## config.mk

```make
export PLATFORM = sky130hd
export DESIGN_NAME = combine4mode_top
export DESIGN_NICKNAME = d
export VERILOG_FILES = /design/src/rtl/combine4mode_top.sv
export SDC_FILE = /design/constraint.sdc
export NUM_CORES = 1
export LEC_CHECK = 0
export CORE_MARGIN = 2
export CORE_UTILIZATION = 45
export DETAILED_ROUTE_END_ITERATION = 8
export HOLD_SLACK_MARGIN = 0.02
export PLACE_DENSITY_LB_ADDON = 0.15
export SYNTH_ARGS = -nofsm -noshare
export SYNTH_HDL_FRONTEND = slang
export SYNTH_SLANG_ARGS = --single-unit
export TNS_END_PERCENT = 10
```

## constraint.sdc

```tcl
create_clock -name clk -period 2.75 [get_ports clk]
set_input_delay 0.55 -clock clk [delete_from_list [all_inputs] [get_ports clk]]
set_output_delay 0.55 -clock clk [all_outputs]
set_load 0.01 [all_outputs]
```

## src/rtl/combine4mode_top.sv

```systemverilog
// Four-mode LED pattern generator: a prescaler selected by freq_sel produces a
// step tick, and a registered 8-bit pattern advances once per tick.
module combine4mode_top #(
  parameter int DIV0  = 4096,
  parameter int DIV1  = 1024,
  parameter int DIV2  = 256,
  parameter int DIV3  = 64,
  parameter int CNT_W = 16
) (
  input  logic       clk,
  input  logic       reset,
  input  logic [1:0] freq_sel,
  input  logic [1:0] mode_sel,
  output logic [7:0] OUT
);

  localparam logic [CNT_W-1:0] DIV0_M1 = CNT_W'(DIV0 - 1);
  localparam logic [CNT_W-1:0] DIV1_M1 = CNT_W'(DIV1 - 1);
  localparam logic [CNT_W-1:0] DIV2_M1 = CNT_W'(DIV2 - 1);
  localparam logic [CNT_W-1:0] DIV3_M1 = CNT_W'(DIV3 - 1);

  logic [CNT_W-1:0] cnt_q, cnt_d;
  logic [7:0]       out_q, out_d;
  logic [2:0]       idx_q, idx_d;
  logic [1:0]       mode_q, mode_d;
  logic [1:0]       freq_q, freq_d;
  logic             started_q, started_d;

  logic             load;
  logic             freq_chg;
  logic             tick;
  logic [CNT_W-1:0] div_m1;
  logic [2:0]       idx_next;
  logic [7:0]       out_next;

  function automatic logic [7:0] init_pattern(input logic [1:0] m);
    case (m)
      2'd0:    init_pattern = 8'h01;
      2'd1:    init_pattern = 8'h80;
      2'd2:    init_pattern = 8'h01;
      default: init_pattern = 8'h81;
    endcase
  endfunction

  function automatic logic [7:0] converge_pattern(input logic [2:0] i);
    case (i)
      3'd0:    converge_pattern = 8'h81;
      3'd1:    converge_pattern = 8'h42;
      3'd2:    converge_pattern = 8'h24;
      3'd3:    converge_pattern = 8'h18;
      3'd4:    converge_pattern = 8'h24;
      3'd5:    converge_pattern = 8'h42;
      default: converge_pattern = 8'h81;
    endcase
  endfunction

  always_comb begin
    case (freq_q)
      2'd0:    div_m1 = DIV0_M1;
      2'd1:    div_m1 = DIV1_M1;
      2'd2:    div_m1 = DIV2_M1;
      default: div_m1 = DIV3_M1;
    endcase
  end

  // idx only sequences the converge/diverge mode; other modes derive the next
  // step from the current pattern itself.
  always_comb begin
    idx_next = idx_q + 3'd1;
    if (mode_q == 2'd3 && idx_q == 3'd5) idx_next = 3'd0;
    case (mode_q)
      2'd0:    out_next = {out_q[6:0], out_q[7]};
      2'd1:    out_next = {out_q[0], out_q[7:1]};
      2'd2:    out_next = (out_q == 8'hFF) ? 8'h00 : {out_q[6:0], 1'b1};
      default: out_next = converge_pattern(idx_next);
    endcase
  end

  // Priority: load (start-up or mode change) > frequency change > tick.
  always_comb begin
    load      = !started_q || (mode_sel != mode_q);
    freq_chg  = (freq_sel != freq_q);
    tick      = (cnt_q == div_m1);
    cnt_d     = cnt_q + CNT_W'(1);
    out_d     = out_q;
    idx_d     = idx_q;
    mode_d    = mode_q;
    freq_d    = freq_q;
    started_d = started_q;
    if (load) begin
      out_d     = init_pattern(mode_sel);
      idx_d     = 3'd0;
      cnt_d     = '0;
      mode_d    = mode_sel;
      freq_d    = freq_sel;
      started_d = 1'b1;
    end else if (freq_chg) begin
      cnt_d  = '0;
      freq_d = freq_sel;
    end else if (tick) begin
      cnt_d = '0;
      out_d = out_next;
      idx_d = idx_next;
    end
  end

  always_ff @(posedge clk or negedge reset) begin
    if (!reset) begin
      cnt_q     <= '0;
      out_q     <= 8'h00;
      idx_q     <= 3'd0;
      mode_q    <= 2'd0;
      freq_q    <= 2'd0;
      started_q <= 1'b0;
    end else begin
      cnt_q     <= cnt_d;
      out_q     <= out_d;
      idx_q     <= idx_d;
      mode_q    <= mode_d;
      freq_q    <= freq_d;
      started_q <= started_d;
    end
  end

  assign OUT = out_q;

endmodule

```

Word level (Yosys, flattened, before mapping)
Index checks and enable logic that the tools add are counted.
{ "word_totals": {"regBits": 32, "inputBits": 6} }
{ "op_classes": {"addsub": 2, "eq_ne": 18, "muxes": 17, "n_reduce_logical": 12} }
{ "op_table": {"columns": ["operator", "count"], "rows": [
  ["2-to-1 mux 16 bit", 3],
  ["one-hot mux 8 bit (3 select lines)", 2],
  ["one-hot mux 12 bit (3 select lines)", 1],
  ["2-to-1 mux 8 bit", 4],
  ["adder 16 x 1 -> 16 bit, second input constant", 1],
  ["equality test 16 bit", 1],
  ["one-hot mux 8 bit (2 select lines)", 1],
  ["2-to-1 mux 3 bit", 4],
  ["equality test 3 bit, second input constant", 3],
  ["equality test 2 bit, second input constant", 4],
  ["equality test 8 bit, second input constant", 1],
  ["equality test 2 x 1 -> 1 bit, second input constant", 3],
  ["equality test 3 x 2 -> 1 bit, second input constant", 2],
  ["zero test 2 bit", 3],
  ["OR reduction 2 bit", 3],
  ["2-to-1 mux 2 bit", 2],
  ["!= test 2 bit", 2],
  ["nonzero test 2 bit", 2],
  ["adder 3 x 1 -> 3 bit, second input constant", 1],
  ["equality test 3 x 1 -> 1 bit, second input constant", 1],
  ["!= test 2 bit, second input constant", 1],
  ["AND reduction 2 bit", 1],
  ["logical AND 1 bit", 1],
  ["zero test 1 bit", 1],
  ["logical OR 1 bit", 1]
]} }

Longest topological paths before layout
Gate-level depths: netlist of run 1.
{ "depth": {"ltp_word": 10, "mapped_depth": 8, "mapped_depth_nobuf": 7} }

Worst setup path before layout of run 1
OpenSTA, ideal clock, no wires.
{ "synth_path": {"path_kind": "reg-to-reg", "from": "reg cnt_q[10]", "to": "reg out_q[0] (netlist: OUT[0])", "setup_time_ps": 125, "t_arrival_ps": 2025, "required_ps": 2625, "path_slack_ps": 600, "path_stages_with_launch": 8, "path_buffers": 2, "path_cell_list": "dfrtp_1 -> a21oi_1 -> o32a_1 -> or4_1 -> buf_2 -> o21a_1 -> buf_6 -> mux2_4"} }
{ "synth_via": {"elab_chain_cells": 3} }
{ "synth_lines": {"columns": ["item", "line_no", "rtl"], "rows": [
  ["from (decl)", "22", "logic [CNT_W-1:0] cnt_q, cnt_d;"],
  ["from (signal assigned)", "116", "cnt_q <= cnt_d;"],
  ["equality test 16 bit", "83", "tick = (cnt_q == div_m1);"],
  ["nonzero test 2 bit (no source line)", null, null],
  ["AND reduction 2 bit (no source line)", null, null],
  ["to (signal assigned)", "117", "out_q <= out_d;"],
  ["to (decl)", "23", "logic [7:0] out_q, out_d;"]
]} }
No other way between the ends.
A chain may end at the register's enable or synchronous reset.

Worst setup path after layout of run 1
{ "layout_path": {"from": "reg cnt_q[0]", "to": "reg out_q[4] (netlist: OUT[4])"} }
Same word-level chain as after synthesis.

==> results of run 1 <==
## routing by layer
| metal | wire length, µm | track usage (%) |
|---|---|---|
| met1 | 1810 | 24.2 |
| met2 | 1580 | 27.8 |
| met3 | 127 | 3.50 |
| met4 | 70 | 9.95 |
| met5 | 0 | 0 |
## worst max-delay path, cell delays in order, from the launching register on
cell and delay, ps:
dfrtp_1 410, ha_1 250, nand3_1 190, or4_1 680, o21a_1 420, mux2_4 370
## cell type report
| cell class | instances | area (µm²) | share of cell area, % |
|---|---|---|---|
| sequential | 32 | 801 | 38.9 |
| timing repair buffer | 14 | 138 | 6.68 |
| clock inverter | 2 | 35.0 | 1.70 |
| inverter | 9 | 33.8 | 1.64 |
| clock buffer | 6 | 72.6 | 3.52 |
| multi-input combinational | 139 | 917 | 44.5 |
| tap | 50 | 62.6 | 3.04 |
## where the power goes
group / internal, mW / switching, mW
logic: 0.0383 / 0.0408
registers: 0.480 / 0.0163
clock network: 0.269 / 0.180
total: 0.787 / 0.237
## cell usage after synthesis, types with 2 or more instances
master,number,area share [%]
nor4_1,2,0.69
or4_1,2,0.83
and3_1,3,1.0
xnor2_1,13,6.3
mux2_4,5,4.2
buf_2,2,0.55
nand2_1,18,3.7
nand3_1,10,2.8
dfrtp_1,32,44
nand4_1,2,0.69
o21a_1,2,0.83
nor2_1,23,4.8
or2b_1,2,0.83
o21ai_0,12,3.3
a22o_2,3,1.7
xor2_1,5,2.4
a21oi_1,5,1.4
ha_1,5,3.5
or3_1,2,0.69
nor3_1,4,1.1
inv_1,9,1.9
clkbuf_1,7,1.5
## cell families (layout without fill, tap and decap cells)
kind of cell	count (synthesis)	after routing	share of synthesized area, %
adders and majority gates	5	5	3.47
muxes	7	7	5.34
xor gates and xnor gates	18	18	8.74
and+or+nand+nor	74	74	19.9
AOI/OAI and AO/OA	34	34	13.2
buffers and inverters	20	31	4.78
DFF	32	32	44.4
other	1	1	0.208
## sequential cells by signal (all words and copies together) (netlist names)
signal,count
cnt_q,16
freq_q,2
mode_q,2
OUT,8
idx_q,3
started_q,1
## metrics by stage
stage	instances	hold slack, ps	setup WS [ps]
2_1_floorplan	191	254	600
3_3_place_gp	244	505	325
3_5_place_dp	244	506	239
4_1_cts	252	517	300
5_1_grt	252	548	164
6_report	252	514	299
## layout by cell type, fill, tap and decap left out, types with 2 or more instances in the layout
cell type,netlist,layout
dfrtp_1,32,32
nor2_1,23,23
nand2_1,18,18
xnor2_1,13,13
clkdlybuf4s50_1,0,13
o21ai_0,12,12
nand3_1,10,10
inv_1,9,9
a21oi_1,5,5
xor2_1,5,5
mux2_4,5,5
ha_1,5,5
clkbuf_8,0,5
nor3_1,4,4
and3_1,3,3
a22o_2,3,3
or2b_1,2,2
nor4_1,2,2
or4_1,2,2
or3_1,2,2
nand4_1,2,2
o21a_1,2,2
## how the worst min path moves through the flow
| stage | startpoint | endpoint | cells after the start |
|---|---|---|---|
| final | cnt_q[0] | cnt_q[0] | 1 |
| after global routing | cnt_q[0] | cnt_q[0] | 1 |
| after CTS | cnt_q[0] | cnt_q[0] | 1 |
| after detailed placement | cnt_q[0] | cnt_q[0] | 1 |
| after global placement | cnt_q[0] | cnt_q[0] | 1 |
| after floorplan | reset | OUT[0] | 0 |
==> summary.md, run 1 <==
| Metric | Value |
|---|---|
| R2r worst-path depth | 5 |
| Clock transition at path regs | roughly 70 ps |
| Area after DPL | 1950 µm² |
| Max FO, Critical Path | 10 |
| CP Launch Type | register |
| Outcome | finished clean |
| Wire per inst | between 10 and 15 µm |
| Gate Count Post-Synth | ~190 |
| Syn_nets | 202 |
| Max_cap viols | 0 |
| Post-CTS Setup Bufs | 0 |
| CORE AREA | approximately 3900 µm² |
| Vias in the first global route | 1,371 |
| DR iter-0 viols | 91 |
| Die Area | around 4500 µm² |
| Global-route wire length before repair | between 6000 and 7000 µm |
| Number of antenna violations at the first check in global routing | 0 |
| CP arrival | 2620 ps |
| Final ANT Viol Nets | 0 |
| Final setup viols | 0 |
| RSZ-0062 raised after global routing | no |
| Final HPWL DP | between 2000 and 2500 µm |
| Worst R2R Start | cnt_q[0] |
| Clk sinks | 32 |
| Clock skew | 3.84 ps |
| Critical Path Sink | OUT[4] |
| GR Overflow Total | 0 |
| Total number of yosys warnings | 0 |
| Distinct cell type count after synthesis | 45 |
| DRT Pass-1 Iters | 4 |
| Setup CP Type | register to register |
| DR vias/cell | about 5.6 |
| Via count | 1,402 |
| Die H | about 67 µm |
| H-tree levels | 2 |
| Clk root buf | clkbuf_8 |
| Ant. Diodes | 0 |
| Global Route Usage Sum | between 10% and 20% |
| TritonCTS Buffers | 5 |
| Avg Cell Area, Syn | roughly 9.4 µm² |
| Worst VDD drop | about 0.00045 V |
| Yosys reg bits | 32 |
| Required @ worst endpoint | just under 3000 ps |
| Final GP Congestion | 0.883 |
| Hold buffers post-CTS | 0 |
| Port Buffers | 13 |
| Power Density | ~500 nW/µm² |
| Final Max Slew Viols | 0 |
| Rows | 23 |
| EDFF count, synth | 0 |
| Critical Path End Type | register |
| Boundary Pins | 14 |
| Setup crit start | cnt_q[0] |
| Nets | 212 |
| Die Span X | around 67 µm |
| Setup TNS | 0 ps |
| Total routed wirelength | about 3600 µm |
| DRC errors left | 0 |
| Predominant post-synthesis flop cell | dfrtp_1 |
| Min Tclk post-route | around 2500 ps |
| Final Cycle Share | 89.1% |
| Initial Utilization | between 40% and 50% |
| Post-synth ARST share | 100% |
| Clk_lat worst skew | roughly 280 ps |
| Worst min-delay path class | register to register |
| Max Fclk | 408 MHz |
| Worst slew pin tran | ~550 ps |
| Pin count of the biggest net entering global routing | 33 |
| CTS tree | done |
| Synthesized area | 1800 µm² |
| Fill cells | approximately 340 |
| Leakage | ~0.83 nW |
| Post-route cell area | approximately 2100 µm² |
| Layout cells sized above 1 | under 10% |
| Fin util | between 50% and 60% |
| Post-synthesis sequential area ratio | 44.4% |
| Slew HR | a little over three fifths |
| Reg-to-reg slack, setup | between 200 and 300 ps |
| Final hold viol count | 0 |
| Area Overhead vs Synth | 14.1% |
| Overall power | between 1 and 1.5 mW |
| Post_cts resized | 0 |
| RR Endpoint | OUT[4] |
| CTS Buffer Depth | 2 |
Power figures use the tool's default switching activity.
==> inputs of run 2 (changes only) <==
Settings changed: SETUP_SLACK_MARGIN from default to 0.2.
==> summary.md, run 2 (synthesis gave the netlist of run 1 again) <==
| Metric | Value |
|---|---|
| Vias in the first global route | 1,371 (unchanged) |
| Max reg flops | 16 (unchanged) |
| Number of antenna violations at the first check in global routing | 0 (unchanged) |
| CORE AREA | 3940 µm² (unchanged) |
| Hold depth | 1 (unchanged) |
| Met3 GRT Util | 3.50% (unchanged) |
| Final Cycle Share | 85.4% (-3.7 points) |
| Clk_lat worst skew | 280 ps (about the same) |
| Final worst slack | 401 ps (+102 ps) |
| Reg power frac | 48.5% (about the same) |
| Critical Path End Type | register |
| CP Launch Type | register |
| Reg-to-reg slack, setup | 400 ps (+100 ps) |
| Outcome | finished clean |
| Worst R2R Start | cnt_q[0] |
| Leakage | 0.831 nW (+0.10%) |
| Fill cells | 341 (-0.29%) |
| Int Power | 0.787 mW (about the same) |
| Final Max Slew Viols | 0 (unchanged) |
| Wire per inst | 14.2 µm (-0.11%) |
| Clock transition at path regs | 70 ps (about the same) |
| Global-route wire length before repair | 6110 µm (unchanged) |
| Nets | 212 (unchanged) |
| GR Overflow Total | 0 (unchanged) |
| DRC errors left | 0 (unchanged) |
| DR vias/cell | 5.56 (about the same) |
| CTS tree | done |
| Net Sw Power | 0.237 mW (-0.19%) |
| Critical Path, Cell by Cell | ha_1 > nand3_1 > or4_1 > o21a_2 > mux2_4 |
| Dpl ws | 239 ps (unchanged) |
| Min Tclk post-route | 2350 ps (-102 ps) |
| Met1 global-route usage | 24.2% (unchanged) |
| Most flops, register | cnt_q |
| Commonest non-fill, non-tap cell in the layout | dfrtp_1 |
| Clk root buf | clkbuf_8 |
| Rows | 23 (unchanged) |
| Setup CP Type | register to register |
| Min-Delay Endpoint | cnt_q[0] |
| Combinational share of power | 7.7% (about the same) |
| Max Fclk | 426 MHz (+4.3%) |
| H-tree levels | 2 (unchanged) |
| Die H | 67.3 µm (unchanged) |
| Clock share of power | 43.8% (about the same) |
| Required @ worst endpoint | 2920 ps (about the same) |
| Ant. Diodes | 0 (unchanged) |
| CTS Buffer Depth | 2 (unchanged) |
| Global Route Usage Sum | 18.2% (unchanged) |
| Worst VDD drop | 0.000446 V (about the same) |
| Largest stage delay, worst path | 680 ps (about the same) |
| Gr busiest metal | met2 |
| Pin count of the biggest net entering global routing | 33 (unchanged) |
| Port Buffers | 13 (unchanged) |
| Switching part of the total | 23.1% (-0.037 points) |
| Sequential cell area | 801 µm² (unchanged) |
| Die Span X | 67.3 µm (unchanged) |
| Total routed wirelength | 3580 µm (-0.11%) |
| Die Area | 4530 µm² (unchanged) |
| RR Endpoint | OUT[4] |
| Boundary Pins | 14 (unchanged) |
| Area after DPL | 1950 µm² (unchanged) |
| Critical hold path startpoint | cnt_q[0] |
| R2r worst-path depth | 5 (unchanged) |
| DR iter-0 viols | 94 (+3.3%) |
| CP max stage cell | or4_1 |
| Clock skew | 4.74 ps (+0.895 ps) |
| Power Density | 497 nW/µm² (about the same) |
| CP arrival | 2520 ps (-100 ps) |
| M2 GR Usage | 27.8% (unchanged) |
| Final hold viol count | 0 (unchanged) |
| DRT Pass-1 Iters | 4 (unchanged) |
| Max FO, Critical Path | 10 (unchanged) |
| Multi-input logic area | 918 µm² (+0.14%) |
| Clk sinks | 32 (unchanged) |
| Final HPWL DP | 2480 µm (unchanged) |
| Final ANT Viol Nets | 0 (unchanged) |
| Via count | 1,401 (-0.071%) |
| Final GP Congestion | 0.883 (unchanged) |
| Setup TNS | 0 ps (unchanged) |
| Worst min-delay path class | register to register |
| TritonCTS Buffers | 5 (unchanged) |
| Most frequent cells in the layout | 32 x dfrtp_1, 23 x nor2_1, 18 x nand2_1 |
| Initial Utilization | 45.8% (unchanged) |
| Area Overhead vs Synth | 14.2% (about the same) |
| Post-route cell area | 2060 µm² (about the same) |
| Final setup viols | 0 (unchanged) |
| Worst slew pin tran | 525 ps (-27.0 ps) |
| Layout cells sized above 1 | 9.90% (+0.50 points) |
| Max_cap viols | 0 (unchanged) |
| Post-CTS Setup Bufs | 0 (unchanged) |
| Slew HR | 65.0% (+1.8 points) |
| RSZ-0062 raised after global routing | no |
## run 2: cell counts in the layout (fill, tap and decap cells not counted)
No cell type changed its count.
## run 2: metrics by stage
step                util, %  hold WS, ps  power [mW]  std cells
floorplan                 -          254       0.549        191
global placement       49.5          505       0.582        244
detailed placement     49.5          506       0.585        244
CTS                    52.2          517        1.03        252
global route           52.3          548        1.07        252
finish                 52.3          514        1.02        252
## run 2: final cells by class
| type | instances | area share [%] |
|---|---|---|
| Multi-Input combinational cell | 139 | 44.6 |
| Sequential cell | 32 | 38.9 |
| Clock buffer | 6 | 3.52 |
| Clock inverter | 2 | 1.70 |
| Inverter | 9 | 1.64 |
| Timing Repair Buffer | 14 | 6.68 |
| Tap cell | 50 | 3.04 |
## run 2: critical path: cells and delay by family, from the launching register on
family                   cells  cell delay [ps]
AO/OA/AOI/OAI                1              370
multiplexers                 1              330
flip-flops                   1              410
adder cells (fa/ha/maj)      1              250
AND/OR/NAND/NOR              2              880
## run 2: metal layers
metal  part of all wire [%]  vias up
met3                    4.1        6
met2                     45       34
met4                    1.7        0
met1                     49      679
li1                       -      682
met5                      0        -
## run 2: worst max path at each step
stage                 from         to  depth (start not counted)
6_report          cnt_q[0]     OUT[4]                          5
5_1_grt           cnt_q[0]  cnt_q[13]                          5
4_1_cts           cnt_q[0]     OUT[4]                          5
3_5_place_dp   mode_sel[0]     OUT[4]                          5
3_3_place_gp   mode_sel[0]     OUT[1]                          5
2_1_floorplan    cnt_q[10]     OUT[0]                          7
## run 2: power by group through the flow
stage                     combinational [mW]  clock (mW)  sequential [mW]
final                                 0.0793       0.448            0.496
after global routing                  0.0887       0.480            0.498
after CTS                             0.0804       0.455            0.496
after detailed placement              0.0799           0            0.505
after global placement                0.0774           0            0.504
after floorplan                       0.0474           0            0.501
## run 2: timing repair
item | 4_1_cts | 5_1_grt
hold buffers | 0 | 0
resized for setup | 0 | 1
setup endpoints to repair | 0 | 8
endpoints found under the hold margin | 0 | 0
